--- src/rtl/debug_mem_arb_pkg.sv ---
// debug_mem_arb_pkg: state/grant encodings and default starvation limit for debug_mem_arbiter
package debug_mem_arb_pkg;
    typedef enum logic [1:0] {IDLE = 2'b00, OWN_CORE = 2'b01, OWN_DBG = 2'b10} arb_state_t;
    localparam logic [1:0] GRANT_NONE = 2'b00;
    localparam logic [1:0] GRANT_CORE = 2'b01;
    localparam logic [1:0] GRANT_DBG  = 2'b10;
    localparam int STARVE_LIMIT_DEF = 4;
endpackage

--- src/rtl/debug_mem_arb_starve_cnt.sv ---
// debug_mem_arb_starve_cnt: saturating count of debug wins over a waiting core
module debug_mem_arb_starve_cnt #(
    parameter int LIMIT = 4
) (
    input  logic       clk,
    input  logic       rst,
    input  logic       i_inc,
    input  logic       i_clr,
    output logic [3:0] o_cnt
);
    logic [3:0] r_cnt;
    always_ff @(posedge clk or posedge rst)
        if (rst) r_cnt <= '0;
        else if (i_clr) r_cnt <= '0;
        else if (i_inc && r_cnt != 4'(LIMIT)) r_cnt <= r_cnt + 4'd1;
    assign o_cnt = r_cnt;
endmodule

--- src/rtl/debug_mem_arbiter.sv ---
// debug_mem_arbiter: core/debugger arbiter for the shared byte-wide memory port.
// DEBUG_MEM_ARB_STARVE_GUARD_EN adds a starvation guard forcing the core in after STARVE_LIMIT debug wins.
module debug_mem_arbiter
    import debug_mem_arb_pkg::*;
#(
    parameter int STARVE_LIMIT = STARVE_LIMIT_DEF,
    parameter int ADDR_W       = 32
) (
    input  logic              clk,
    input  logic              rst,
    input  logic              core_halt,
    input  logic              coreRead,
    input  logic              coreWrite,
    input  logic [ADDR_W-1:0] coreAddr,
    input  logic [7:0]        coreDataOut,
    output logic [7:0]        coreDataIn,
    output logic              coreReady,
    input  logic              dbgRead,
    input  logic              dbgWrite,
    input  logic [ADDR_W-1:0] dbgAddr,
    input  logic [7:0]        dbgDataOut,
    output logic [7:0]        dbgDataIn,
    output logic              dbgReady,
    output logic              memRead,
    output logic              memWrite,
    output logic [ADDR_W-1:0] memAddr,
    output logic [7:0]        memDataOut,
    input  logic [7:0]        memDataIn,
    input  logic              memReady,
    output logic              grant_core,
    output logic              grant_dbg,
    output logic              proto_err
);
    arb_state_t        r_state;
    logic              r_proto_err;
    logic              w_core_req, w_dbg_req, w_force_core, w_pick_dbg, w_pick_core;
    logic              w_own_core, w_own_dbg, w_rd, w_wr;
    logic [3:0]        w_starve_cnt;

    assign w_core_req  = (coreRead | coreWrite) & ~core_halt;
    assign w_dbg_req   = dbgRead | dbgWrite;
    assign w_pick_dbg  = w_dbg_req & ~w_force_core;
    assign w_pick_core = w_core_req & ~w_pick_dbg;

`ifdef DEBUG_MEM_ARB_STARVE_GUARD_EN
    debug_mem_arb_starve_cnt #(.LIMIT(STARVE_LIMIT)) u_starve (
        .clk   (clk),
        .rst   (rst),
        .i_inc (r_state == IDLE && w_pick_dbg && w_core_req),
        .i_clr (core_halt || (r_state == IDLE && w_pick_core)),
        .o_cnt (w_starve_cnt)
    );
`else
    assign w_starve_cnt = 4'd0;
`endif
    // Limit is at least 1, so a counter tied to 0 never forces the core in
    assign w_force_core = w_core_req && (w_starve_cnt == 4'(STARVE_LIMIT));

    assign w_own_core = (r_state == OWN_CORE);
    assign w_own_dbg  = (r_state == OWN_DBG);
    assign {grant_dbg, grant_core} = w_own_dbg ? GRANT_DBG : w_own_core ? GRANT_CORE : GRANT_NONE;

    assign w_rd       = (w_own_core & coreRead) | (w_own_dbg & dbgRead);
    assign w_wr       = (w_own_core & coreWrite) | (w_own_dbg & dbgWrite);
    assign memRead    = w_rd & ~w_wr;
    assign memWrite   = w_wr;
    assign memAddr    = w_own_core ? coreAddr : w_own_dbg ? dbgAddr : '0;
    assign memDataOut = w_own_core ? coreDataOut : w_own_dbg ? dbgDataOut : '0;
    assign coreReady  = w_own_core & memReady;
    assign dbgReady   = w_own_dbg & memReady;
    assign coreDataIn = w_own_core ? memDataIn : '0;
    assign dbgDataIn  = w_own_dbg ? memDataIn : '0;
    assign proto_err  = r_proto_err;

    // Ownership ends only once the owner drops both strobes; IDLE always lasts at least a cycle
    always_ff @(posedge clk or posedge rst)
        if (rst) begin
            r_state     <= IDLE;
            r_proto_err <= 1'b0;
        end else begin
            r_proto_err <= r_proto_err | (w_rd & w_wr);
            if (r_state == IDLE) r_state <= w_pick_dbg ? OWN_DBG : w_pick_core ? OWN_CORE : IDLE;
            else if (!(w_rd | w_wr)) r_state <= IDLE;
        end
endmodule
--- config.mk ---
export PLATFORM = sky130hd
export DESIGN_NAME = debug_mem_arbiter
export DESIGN_NICKNAME = d
export VERILOG_FILES = /design/src/rtl/debug_mem_arb_pkg.sv /design/src/rtl/debug_mem_arb_starve_cnt.sv /design/src/rtl/debug_mem_arbiter.sv
export SDC_FILE = /design/constraint.sdc
export NUM_CORES = 1
export LEC_CHECK = 0
export ABC_CLOCK_PERIOD_IN_PS = 1600
export CORE_UTILIZATION = 19
export CTS_BUF_LIST = sky130_fd_sc_hd__clkbuf_4 sky130_fd_sc_hd__clkbuf_8
export DETAILED_ROUTE_END_ITERATION = 16
export GPL_ROUTABILITY_DRIVEN = 0
export PLACE_DENSITY_LB_ADDON = 0.08
export SETUP_SLACK_MARGIN = 0.5
export SLEW_MARGIN = 20
export SYNTH_ARGS = -nofsm -noshare
export SYNTH_HDL_FRONTEND = slang
export SYNTH_SLANG_ARGS = --single-unit
--- constraint.sdc ---
create_clock -name clk -period 1.6 [get_ports clk]
set_clock_uncertainty 0.15 [all_clocks]
set_input_delay 0.32 -clock clk [delete_from_list [all_inputs] [get_ports clk]]
set_output_delay 0.32 -clock clk [all_outputs]
set_load 0.02 [all_outputs]
=== Word level (Yosys, flattened, before mapping) ===
Cells that the tools add are included.

* Equality and inequality tests: 3
* Multiplexer cells: 12
* Bitwise logic cells: 19
* Reduce and logical (&&, ||, !) cells: 1

{| class="wikitable"
|+ Operators with widths
! cell !! count
|-
| 32-bit 2-to-1 mux || 2
|-
| 8-bit 2-to-1 mux || 4
|-
| 1-bit AND || 10
|-
| 2-bit 2-to-1 mux || 4
|-
| 1-bit OR || 6
|-
| 1-bit NOT || 3
|-
| 2-bit by 1-bit equality test with 1-bit output, second input constant || 1
|-
| 2-bit equality test, second input constant || 1
|-
| 2-bit zero test || 1
|-
| 1-bit 2-to-1 mux || 2
|-
| 2-bit != test, second input constant || 1
|}

* Bits in registers: 3
* Bits of input ports: 96
* Output and inout bits: 63
* Logic and storage cells: 37

=== Longest topological paths before layout ===
* Depth in word-level cells: 6
* Depth in mapped cells: 4
* Depth with buffers taken out: 2

=== Worst setup path after synthesis ===
No wires, ideal clock.

* Kind: flip-flop to output port
* Start: register r_state[0]
* End: output memRead
* Arrival: 1367 ps
* Required time: 1130 ps
* Path slack: -237 ps
* Stages on the path, launching flop included: 5
* Path buffers: 2
* Cells stage by stage: dfrtp_1 nor2b_1 buf_6 buf_6 a222oi_1

* Cells in the longest elaborated chain, start to end: 5
* Elaborated cells on any way between the ends: 10
* Classes of those cells: eq/ne: 2; bitwise: 8

{| class="wikitable"
|+ RTL lines
! what !! line !! RTL
|-
| start: declaration || debug_mem_arbiter.sv:34 || <nowiki>arb_state_t r_state;</nowiki>
|-
| start signal: assignment || debug_mem_arbiter.sv:82 || <nowiki>if (r_state == IDLE) r_state <= w_pick_dbg ? OWN_DBG : w_pick_core ? OWN_CORE : IDLE;</nowiki>
|-
| 2-bit by 1-bit equality test with 1-bit output / 2-bit equality test (equally long branches) || debug_mem_arbiter.sv:59, debug_mem_arbiter.sv:60 ||
|-
| 1-bit AND || debug_mem_arbiter.sv:64 || <nowiki>assign w_wr = (w_own_core & coreWrite) | (w_own_dbg & dbgWrite);</nowiki>
|-
| 1-bit OR || debug_mem_arbiter.sv:64 ||
|-
| 1-bit NOT || debug_mem_arbiter.sv:65 || <nowiki>assign memRead = w_rd & ~w_wr;</nowiki>
|-
| 1-bit AND * || debug_mem_arbiter.sv:65 ||
|-
| end: declaration || debug_mem_arbiter.sv:24 || <nowiki>output logic memRead,</nowiki>
|}

Mark *: on every way between the ends. The rest lies on a longest branch, timed or not.

=== Worst setup path in the final report ===
Ends and elaborated chain as after synthesis.

==> results by group <==
Cells and area
  – Diode insertion count for antenna repair: 0
  – Ratio of cells with drive above 1 in the final layout: 57.4%
  – Post-route core utilization: 86.7%
  – Fill cell total of the finished layout: 178
  – Area added between synthesis and finish: 325%
  – Post-layout net count: 374
  – Cell Count, Final, Fillers Out: 325

Floorplan
  – Overall die width: 65.4 um
  – Core area: 3740 um2
  – Placement Rows: 22
  – Die Outline Area: 4270 um2
  – Effective utilization at floorplan: 20.4%
  – Die height: 65.4 um
  – I/O pin cnt: 159

Place
  – Placed cell count: 297
  – Number of input and output port buffers inserted: 158
  – HPWL after detailed placement: 3720 um

Synthesis
  – Async SR Flop Fraction: 100%
  – Synthesis warning total: 0
  – Number of standard cells after synthesis: 89
  – Syn avg cell area: 8.58 um2
  – Portion of synthesized cell area occupied by the leading cell type: 47.0%
  – Sequential area share after synthesis: 9.84%
  – Count leader, synth: sky130_fd_sc_hd__a22o_1
  – Top cells by instance count after synthesis: sky130_fd_sc_hd__a22o_1 (41), sky130_fd_sc_hd__and2_1 (18), sky130_fd_sc_hd__buf_6 (10)
  – Post-Syn Nets: 185
  – Most instantiated flip-flop cell in the synthesis netlist: sky130_fd_sc_hd__dfrtp_1
  – Count of state elements after synthesis: 3
  – Syn Std Cell Area: 763 um2
  – Number of distinct standard cells referenced by the synthesized netlist: 13
  – Largest cells by area after synthesis: sky130_fd_sc_hd__a22o_1 (47%), sky130_fd_sc_hd__and2_1 (15%), sky130_fd_sc_hd__buf_6 (15%)
  – Post-synth top area cell: sky130_fd_sc_hd__a22o_1
  – Post-synth EDFFs: 0

STA
  – Peak clock frequency supported by timing: 508 MHz
  – Setup violations, final: 62
  – Fin crit share: 123%
  – Slew margin rel.: 83.1%
  – Slew Limit Fails: 0
  – Worst Max-Slew Pin Slew: 0.254 ns
  – Unrepaired setup endpoints after global routing: true
  – Final setup margin: -0.370 ns
  – Worst hold slack after final layout: 0.151 ns
  – Fin Setup TNS: -18.62 ns
  – Final Critical Period: 1.97 ns
  – Number of hold violations in the final report: 0

Critical path
  – Max stage delay cell, worst path: sky130_fd_sc_hd__dfrtp_2
  – Category of the worst setup path launch point: flop
  – Largest fanout of any net on the critical path: 4
  – Worst path cell trace: buf_6 -> nand3b_1 -> a222oi_1 -> buf_2
  – Delay of the slowest critical-path stage: 0.43 ns
  – Kind of critical path: reg -> out
  – Setup crit end kind: output pin
  – Signal arrival time at the worst endpoint: 1.50 ns
  – Data required time at the worst endpoint: 1.13 ns

Global route
  – Vias in the first global route: 1515
  – Largest net degree at the start of global routing: 13
  – Total gr overflow: 0
  – Number of antenna violations at the first check in global routing: 0
  – Wire length of the first global-routing pass: 7540 um
  – Total global-route track usage: 23.0%

Pwr
  – Post-layout total power: 1340 uW
  – Sequential power share: 6.2%
  – Cell Int Power: 907 uW
  – Switching portion of total power: 32.1%
  – Leakage Power: 0.00149 uW
  – IR Drop Worst-Case VDD: 0.000469 V
  – Combinational group share of total power: 75.8%
  – Power per cell area: 412 nW/um2
  – Switching component of the power: 430 uW
  – Clk pwr share: 18.0%

Hold path
  – Class of the tightest hold or removal check: in -> async

Detailed routing
  – Vias per inst: 4.83
  – Number of nets with antenna violations after detailed routing: 0
  – Initial DRC Count: 50
  – Final wirelength: 6050 um
  – Routed len/inst: 18.6 um
  – Via count of the routed design: 1570
  – DRC violations left: 0
  – 1st-pass router iterations: 4

Clock network
  – Clock latency reported for the late side of the worst-skew pair: 0.22 ns
  – Number of H-tree levels: 1
  – Inserted Clock Buffers: 3
  – Clk slew on worst S/H paths: 0.03 ns
  – CTS Buffer Depth: 2
  – Clock tree from TritonCTS: built
  – Number of hold buffers added after cts: 0
  – Cell at the root of the clock tree: sky130_fd_sc_hd__clkbuf_8
  – Number of sinks driven by the clock tree: 3

Outcome
  – Status: finished with violations
  – Violated checks: setup timing

Job
  – Max cap viols: 0
cell families after synthesis:
group           count (synthesis)  share of synthesized area (%)
flops                           3                           9.84
buf+inv                        17                           19.2
simple gates                   25                           20.0
compound gates                 44                           51.0
critical path: cells and delay by family (launching register included):
family | cells | cell delay [ns]
simple gates | 1 | 0.18
flops | 1 | 0.43
buf+inv | 2 | 0.36
compound gates | 1 | 0.31
worst paths after layout:
path / from / end / slack, ns / depth (start not counted)
hold / removal: rst / r_state[1]$_DFFE_PP0P_ / 0.15 / 2
max in group asynchronous: rst / r_state[0]$_DFFE_PP0P_ / 0.99 / 2
setup reg to reg: r_state[1]$_DFFE_PP0P_ / proto_err$_DFF_PP0_ / 0.40 / 4
min in group clk: proto_err$_DFF_PP0_ / proto_err$_DFF_PP0_ / 0.37 / 2
hold reg to reg: proto_err$_DFF_PP0_ / proto_err$_DFF_PP0_ / 0.37 / 2
setup / recovery: r_state[0]$_DFFE_PP0P_ / memRead / -0.37 / 4
per-stage QoR:
step | setup slack [ns] | area [um2]
finish | -0.370 | 3250
global route | -0.433 | 3250
floorplan | -0.237 | 1080
global placement | -0.737 | 2730
detailed placement | -0.760 | 2730
CTS | -0.342 | 3070
cell type report:
cell class	instances	area, um2	area share (%)
inverters	5	18.8	0.578
flip-flops and latches	3	77.6	2.39
multi-input cells	69	870	26.8
well taps	48	60.1	1.85
clock buffers	4	48.8	1.50
repair buffers	196	2170	66.9
per-layer routing:
layer  wire length, um  up-vias  track usage, %  part of all wire, %
met5                 0        -               0                    0
met4               151        0            4.35                  2.5
met3               471       12            5.03                  7.8
met2              3370       95            45.6                   56
met1              2050      735            24.3                   34
li1                  -      728               -                    -
sequential cells by signal, summed over array words and instances (netlist names):
| signal | count |
|---|---|
| proto_err | 1 |
| r_state | 2 |
power groups by stage:
stage	combinational [uW]	clock, uW	sequential, uW
floorplan	392	0	81.3
global placement	851	0	83.2
detailed placement	864	0	83.8
CTS	961	241	82.2
global route	1050	248	83.6
finish	1010	241	82.9
cell usage in the layout (no fill, tap or decap), types with 2 or more instances in the layout:
cell type	Yosys	routed
sky130_fd_sc_hd__buf_6	10	79
sky130_fd_sc_hd__a22o_4	0	30
sky130_fd_sc_hd__buf_12	0	3
sky130_fd_sc_hd__a22o_1	41	11
sky130_fd_sc_hd__clkbuf_16	0	3
sky130_fd_sc_hd__buf_8	0	3
sky130_fd_sc_hd__clkdlybuf4s50_1	0	91
sky130_fd_sc_hd__dfrtp_2	0	2
sky130_fd_sc_hd__buf_4	2	9
sky130_fd_sc_hd__dlygate4sd2_1	0	4
sky130_fd_sc_hd__clkbuf_8	0	3
sky130_fd_sc_hd__nor2b_4	0	2
sky130_fd_sc_hd__buf_16	0	3
sky130_fd_sc_hd__inv_1	5	5
sky130_fd_sc_hd__nor2_1	2	2
sky130_fd_sc_hd__and2_4	0	18
sky130_fd_sc_hd__nand3b_1	2	2
what timing repair did:
| item | in CTS | in global routing |
|---|---|---|
| cloned | 4 | 3 |
| buffers inserted | 12 | 5 |
| setup endpoints to repair | 66 | 65 |
| pin swaps | 13 | 16 |
| resized for setup | 393 | 18 |
Power figures use the tool's default switching activity.
